[src/rtl/bg_write_arbiter_pkg.sv]
// bg_write_arbiter_pkg: shared widths, request field offsets and helpers for the bank-group write arbiter
package bg_write_arbiter_pkg;
   localparam int W_Q      = 35;
   localparam int W_D      = 33;
   localparam int NUM_LSU  = 4;
   localparam int NUM_BG   = 4;
   localparam int SEL_LSB  = 33;
   localparam int WEN_BIT  = 32;
   localparam int DATA_W   = 32;
   localparam int CNT_W    = 16;

   // Two or more requesters on one bank group is a conflict.
   function automatic logic is_conflict(input logic [NUM_LSU-1:0] v);
      return $countones(v) > 1;
   endfunction
endpackage

[src/rtl/bg_write_arbiter_rr.sv]
// rr_arbiter_4: four-way round-robin arbiter for one bank group
//   req     in  4 : valid requesters targeting this bank group
//   ptr     in  2 : current highest-priority requester
//   stall   in  1 : blocks any grant this cycle
//   gnt     out 4 : one-hot grant (all zero when nothing granted)
//   ptr_nxt out 2 : winner+1, or ptr unchanged when nothing granted
module rr_arbiter_4
   import bg_write_arbiter_pkg::*;
(
   input  logic [NUM_LSU-1:0] req,
   input  logic [1:0]         ptr,
   input  logic               stall,
   output logic [NUM_LSU-1:0] gnt,
   output logic [1:0]         ptr_nxt
);
   logic [1:0] idx;
   // Scan from lowest to highest priority so the highest-priority hit is written last.
   always_comb begin
      gnt     = '0;
      ptr_nxt = ptr;
      idx     = '0;
      for (int j = NUM_LSU - 1; j >= 0; j--) begin
         idx = ptr + 2'(j);
         if (req[idx] && !stall) begin
            gnt     = 4'b0001 << idx;
            ptr_nxt = idx + 2'd1;
         end
      end
   end
endmodule

[src/rtl/bg_write_arbiter.sv]
// bg_write_arbiter: per-bank-group round-robin write arbiter with registered bank-group ports
//   clk, rst                 : clock, asynchronous active-high reset
//   LSU_W_req_0..3  in  35   : {sel[1:0], wen, data[31:0]}
//   LSU_W_ready_0..3 out 1   : same-cycle grant to each LSU
//   bg_stall        in  4    : per-bank-group grant block
//   W_BG_0..3       out 33   : registered {wen, data} per bank group
//   perf_clr        in  1    : counter clear   (BG_WRITE_ARB_PERF_CNT_EN only)
//   bg_conflict_cnt out 64   : 4x16 conflict counters (BG_WRITE_ARB_PERF_CNT_EN only)
module bg_write_arbiter
   import bg_write_arbiter_pkg::*;
(
   input  logic             clk,
   input  logic             rst,
   input  logic [W_Q-1:0]   LSU_W_req_0,
   input  logic [W_Q-1:0]   LSU_W_req_1,
   input  logic [W_Q-1:0]   LSU_W_req_2,
   input  logic [W_Q-1:0]   LSU_W_req_3,
   output logic             LSU_W_ready_0,
   output logic             LSU_W_ready_1,
   output logic             LSU_W_ready_2,
   output logic             LSU_W_ready_3,
   input  logic [NUM_BG-1:0] bg_stall,
   output logic [W_D-1:0]   W_BG_0,
   output logic [W_D-1:0]   W_BG_1,
   output logic [W_D-1:0]   W_BG_2,
   output logic [W_D-1:0]   W_BG_3
`ifdef BG_WRITE_ARB_PERF_CNT_EN
   ,
   input  logic             perf_clr,
   output logic [63:0]      bg_conflict_cnt
`endif
);
   logic [W_Q-1:0]     req     [NUM_LSU];
   logic [NUM_LSU-1:0] bg_req  [NUM_BG];
   logic [NUM_LSU-1:0] gnt     [NUM_BG];
   logic [1:0]         ptr     [NUM_BG];
   logic [1:0]         ptr_nxt [NUM_BG];
   logic [W_D-1:0]     w_bg    [NUM_BG];
   logic [W_D-1:0]     w_bg_d  [NUM_BG];
   logic [NUM_LSU-1:0] ready;

   assign req = '{LSU_W_req_0, LSU_W_req_1, LSU_W_req_2, LSU_W_req_3};

   always_comb begin
      for (int b = 0; b < NUM_BG; b++) begin
         bg_req[b] = '0;
         for (int i = 0; i < NUM_LSU; i++)
            bg_req[b][i] = req[i][WEN_BIT] && (req[i][SEL_LSB +: 2] == 2'(b));
      end
   end

   for (genvar g = 0; g < NUM_BG; g++) begin : g_arb
      rr_arbiter_4 u_arb (
         .req     (bg_req[g]),
         .ptr     (ptr[g]),
         .stall   (bg_stall[g]),
         .gnt     (gnt[g]),
         .ptr_nxt (ptr_nxt[g])
      );
   end

   // Grants are one-hot per bank group, so an OR-mux selects the winner's data.
   always_comb begin
      ready = '0;
      for (int b = 0; b < NUM_BG; b++) begin
         w_bg_d[b] = '0;
         for (int i = 0; i < NUM_LSU; i++)
            w_bg_d[b] = w_bg_d[b] | ({W_D{gnt[b][i]}} & {1'b1, req[i][DATA_W-1:0]});
         ready = ready | gnt[b];
      end
   end

   assign {LSU_W_ready_3, LSU_W_ready_2, LSU_W_ready_1, LSU_W_ready_0} = rst ? '0 : ready;
   assign {W_BG_0, W_BG_1, W_BG_2, W_BG_3} = {w_bg[0], w_bg[1], w_bg[2], w_bg[3]};

   always_ff @(posedge clk or posedge rst) begin
      if (rst) begin
         for (int b = 0; b < NUM_BG; b++) begin
            ptr[b]  <= '0;
            w_bg[b] <= '0;
         end
      end else begin
         for (int b = 0; b < NUM_BG; b++) begin
            ptr[b]  <= ptr_nxt[b];
            w_bg[b] <= w_bg_d[b];
         end
      end
   end

`ifdef BG_WRITE_ARB_PERF_CNT_EN
   logic [CNT_W-1:0] cnt [NUM_BG];

   always_ff @(posedge clk or posedge rst) begin
      if (rst) begin
         for (int b = 0; b < NUM_BG; b++) cnt[b] <= '0;
      end else if (perf_clr) begin
         for (int b = 0; b < NUM_BG; b++) cnt[b] <= '0;
      end else begin
         for (int b = 0; b < NUM_BG; b++)
            if (is_conflict(bg_req[b]) && cnt[b] != '1) cnt[b] <= cnt[b] + 1'b1;
      end
   end

   assign bg_conflict_cnt = {cnt[3], cnt[2], cnt[1], cnt[0]};
`endif
endmodule

[config.mk]
export PLATFORM = sky130hd
export DESIGN_NAME = bg_write_arbiter
export DESIGN_NICKNAME = d
export VERILOG_FILES = /design/src/rtl/bg_write_arbiter_pkg.sv /design/src/rtl/bg_write_arbiter_rr.sv /design/src/rtl/bg_write_arbiter.sv
export SDC_FILE = /design/constraint.sdc
export NUM_CORES = 1
export LEC_CHECK = 0
export ABC_AREA = 1
export CORE_MARGIN = 2
export CORE_UTILIZATION = 30
export DETAILED_ROUTE_END_ITERATION = 10
export PLACE_DENSITY = 0.68
export SLEW_MARGIN = 25
export SYNTH_ARGS = -nofsm -noshare
export SYNTH_HDL_FRONTEND = slang
export SYNTH_HIERARCHICAL = 1
export SYNTH_SLANG_ARGS = --single-unit
[constraint.sdc]
create_clock -name clk -period 5 [get_ports clk]
set_input_delay 1 -clock clk [delete_from_list [all_inputs] [get_ports clk]]
set_output_delay 1 -clock clk [all_outputs]
set_load 0.05 [all_outputs]
[Word-level counts from Yosys, hierarchy flattened]
Index checks and enable logic that the tools add are counted.
Widths: inputs -> output; s select.
Storage, ports and cells
  word-level logic and storage cells: 216
  register bits: 140
  output and inout bits: 136
  input port bits: 146
Cells by class
  $lt $le $gt $ge: 16
  muxes and demuxes: 65
  shift operators: 16
  reduce and logical (&&, ||, !) cells: 44
  bitwise gates (word level): 31
  eq/ne operators: 12
  add/sub/neg operators: 24
Operators with widths (number)
  $and 33x33->33: 16
  $or 33x33->33: 12
  $mux 4: 17
  $shl 1x2->4 const A: 16
  $lt 2x3->1 const B: 16
  $add 2x1->2 const B: 16
  $bmux 1 s2: 16
  $logic_and 1x1->1: 32
  $mux 2: 16
  $add 2x2->2 const B: 8
  $eq 2x2->1 const B: 8
  $mux 1: 16
  $reduce_bool 4->1: 4
  $or 4x4->4: 3
  $eq 2x1->1 const B: 4
  $logic_not 2->1: 4
  $logic_not 1->1: 4

[Longest topological paths before layout]
  depth in word-level cells: 13
  depth in mapped cells: 15
  gate-level depth less buffers: 13

[Hierarchy]
Netlist, hierarchy kept.
By module, submodules not included
  bg_write_arbiter: seq. area each 3503.4 um^2, area an instance 8780.9 um^2, cells an instance 1409, times used 1
  rr_arbiter_4: seq. area each 0.0 um^2, area an instance 484.2 um^2, cells an instance 85, times used 4

[Least setup slack after synthesis]
Ideal clock, no wire load.
  path type: input port to output port
  from: input LSU_W_req_0[34]
  to: output LSU_W_ready_2
  stages: 12
  data required time: 4.000 ns
  path slack: 0.950 ns
  data arrival time: 3.050 ns
  buffers on the path: 2
  path through: inv_1 -> nor3_1 -> nand2_1 -> nand3_1 -> nand3_2 -> o21ai_0 -> nand2_1 -> a21oi_1 -> buf_6 -> buf_6 -> nor2_1 -> a21oi_1
RTL lines
  start: declaration: line bg_write_arbiter.sv:14  | input logic [W_Q-1:0] LSU_W_req_0,
  end: declaration: line bg_write_arbiter.sv:20  | output logic LSU_W_ready_2,

==> results by group <==
Floorplan
  • FP Rows: 69
  • Io pins: around 280
  • Die width: slightly below 200 um
  • Die area: between 30000 and 40000 um2
  • Die Y-Extent: approximately 190 um
  • Core Area: about 35000 um2
  • Initial Util: 0.303

Clock network
  • Max Root-Sink Buffers: 2
  • Post-CTS sizing: 0
  • Hold buffers post-CTS: 0
  • Root Buffer: clkbuf_16
  • H-tree depth: 4
  • Clock slew at reported path FFs: around 0.050 ns
  • Num CTS Buffers: 17
  • Setup Fix Bufs, Post-CTS: 0
  • Latest clock arrival within the worst-skew pair: around 0.45 ns
  • CTS tree: built
  • Clock sinks: 140

Synth
  • Top cell type's share of synthesized area: 0.337
  • Syn Area/Cell: ~6.1 um2
  • Synth area leader: nand2_1
  • Yosys reg bits: 140
  • Mapped Nets: ~1900
  • Synth Cell Area: approximately 11000 um2
  • Synth area leaders: nand2_1 34%, dfrtp_1 33%, inv_1 10%
  • Synth warn: 6
  • Unique masters post-synth: 20
  • Post-Synthesis Cells: 1749
  • Post-synthesis sequential area ratio: 0.327

Global routing
  • Total global routing overflow: 0
  • Overall routing resource usage: 0.208
  • Vias in the first global route: between 10000 and 15000
  • Initial antenna violation count: 0
  • Largest net degree at the start of global routing: 85
  • First-pass GRT wire length: 58500 um

Detailed routing
  • Routed WL: roughly 39000 um
  • Iteration-0 DRC Markers: roughly 770
  • Vias per cell: around 4.6
  • First-pass detailed-route iteration total: 5
  • Residual DRC: 0
  • Vias: 11300
  • Post-route ant nets: 0
  • Wire per inst: about 16 um

Layout
  • Ratio of cells with drive above 1 in the final layout: 0.0660
  • FF/Latch Area: ~3500 um2
  • Area growth syn-to-layout: 34.5%
  • Fill cells: around 3600
  • # diodes: 0
  • Final instance area: 14400 um2
  • Layout Nets: 2176
  • Core Util, Final: 0.407
  • Multi-input gate area: 5460 um2

Setup path
  • Worst EP required: 4.00 ns
  • CP arrival: 3.34 ns
  • Critical Path Sink Type: primary output
  • Worst path cell trace: clkdlybuf4s50_1 > inv_1 > nor3_1 > nand2_1 > nand3_1 > nand3_2 > o21ai_0 > nand2_1 > a21oi_4 > nor2_1 > a21oi_1 > buf_12
  • Crit-path slowest cell: clkdlybuf4s50_1
  • CP top delay family: simple AND/OR/NAND/NOR gates
  • Critical path class: in2out
  • CP most frequent cell: nand2_1
  • Bufs and invs on worst path: 3
  • Startpoint Class: primary input
  • Critical Path Max Stage Delay: roughly 0.5 ns
  • CP Max Fanout: 5

Timing
  • Worst-margin pin slew: 0.848 ns
  • Final Slew Violations: 0
  • Crit share post-route: 0.869
  • RSZ-0062 raised after global routing: false
  • Fmax: between 0.2 and 0.25 GHz
  • Final WS setup: between 0.6 and 0.7 ns
  • Final hold vios: 0
  • Final setup TNS: 0 ns
  • Worst-case clock skew: 0.0182 ns
  • Headroom to the max-slew limit: 0.435
  • Final setup fails: 0
  • Period minus WS final: about 4.3 ns

Placed design
  • Final Wtd Congestion: between 0.8 and 0.9
  • Port buffer count: 281
  • Placed instance area: around 14000 um2
  • Post-detail-place hpwl: about 25000 um
  • DP Worst Slack: a little under 0.7 ns

Min path
  • Tightest Hold Check Type: reg2reg

Job
  • Max Cap Violations: 0

Run status
  • Status: finished, final reports clean
[Yosys cell counts (all sizes together)]
cell type	count
nand2	980
a21oi	40
o21ai	16
inv	313
nand4	8
dfrtp	140
buf	64
ha	28
nor3	16
nand3	48
nor2	96
[layout by cell type (no fill, tap or decap)]
cell type | netlist | routed
a21oi_4 | 0 | 16
inv_1 | 297 | 296
dfrtp_1 | 140 | 140
nor2_4 | 4 | 4
nand2_1 | 962 | 962
nand2_2 | 18 | 18
clkinv_2 | 0 | 1
nand3_1 | 24 | 24
clkinvlp_4 | 0 | 1
nor3_1 | 16 | 16
clkbuf_8 | 0 | 1
nand3_2 | 20 | 20
nor2_1 | 88 | 88
a21oi_2 | 1 | 1
bufinv_16 | 0 | 6
inv_2 | 4 | 4
nor2_2 | 4 | 4
clkbuf_1 | 0 | 4
a21oi_1 | 39 | 23
ha_1 | 28 | 28
buf_12 | 0 | 5
inv_6 | 4 | 6
clkinv_4 | 0 | 1
inv_4 | 8 | 8
nand3_4 | 4 | 4
buf_4 | 0 | 16
o21ai_0 | 16 | 16
nand4_1 | 8 | 8
clkbuf_16 | 0 | 17
clkdlybuf4s50_1 | 0 | 277
[worst paths after layout]
kind                       slack, ns       endpoint  cells after the start             from
min                             0.72         ptr[4]                      3           ptr[4]
min in group asynchronous       1.28         ptr[1]                      2              rst
max reg2reg                     2.14     W_BG_0[14]                     13           ptr[7]
min reg2reg                     0.72         ptr[4]                      3           ptr[4]
max                             0.66  LSU_W_ready_3                     12  LSU_W_req_0[33]
max in group asynchronous       2.92      W_BG_3[2]                      3              rst
[routing by layer]
layer  up-vias  GRT usage  wire length, um
met1      5158      0.256            15800
met2       531      0.353            18400
met3        96     0.0400             3280
met4         0     0.0915             1330
li1       5547          -                -
met5         -          0                0
[registers in the layout (all words and copies together), names as in the netlist]
register  cells
W_BG_0       33
ptr           8
W_BG_1       33
W_BG_3       33
W_BG_2       33
[cell type report]
type,count,area share
multi-input cells,1232,0.379
flip-flops and latches,140,0.243
repair buffers,298,0.208
inverters,313,0.0846
well taps,461,0.0400
clock buffers,22,0.0315
clock inverters,10,0.0146
[through the flow]
stage	instances	hold slack [ns]
detailed placement	2444	0.697
global route	2476	0.767
floorplan	1749	0.638
global placement	2444	0.684
CTS	2476	0.711
finish	2476	0.716
[cell families (layout without fill, tap and decap cells)]
kind of cell | Yosys count | count (layout) | share of synthesized area
AND/OR/NAND/NOR | 1148 | 1148 | 0.433
adder cells (fa/ha/maj) | 28 | 28 | 0.0327
AO/OA/AOI/OAI | 56 | 56 | 0.0265
flip-flops | 140 | 140 | 0.327
buffers and inverters | 377 | 643 | 0.181
[worst reg2reg max path, delay by kind of cell (launching register included)]
kind | cells | cell delay (ns)
AOI/OAI and AO/OA | 2 | 0.35
DFF | 1 | 0.55
buffers and inverters | 4 | 0.86
and+or+nand+nor | 6 | 0.64
adders and majority gates | 1 | 0.39
Power is left out: the tool's default activity adds up to more than one toggle a clock period on the data nets, which glitch-free logic cannot reach.
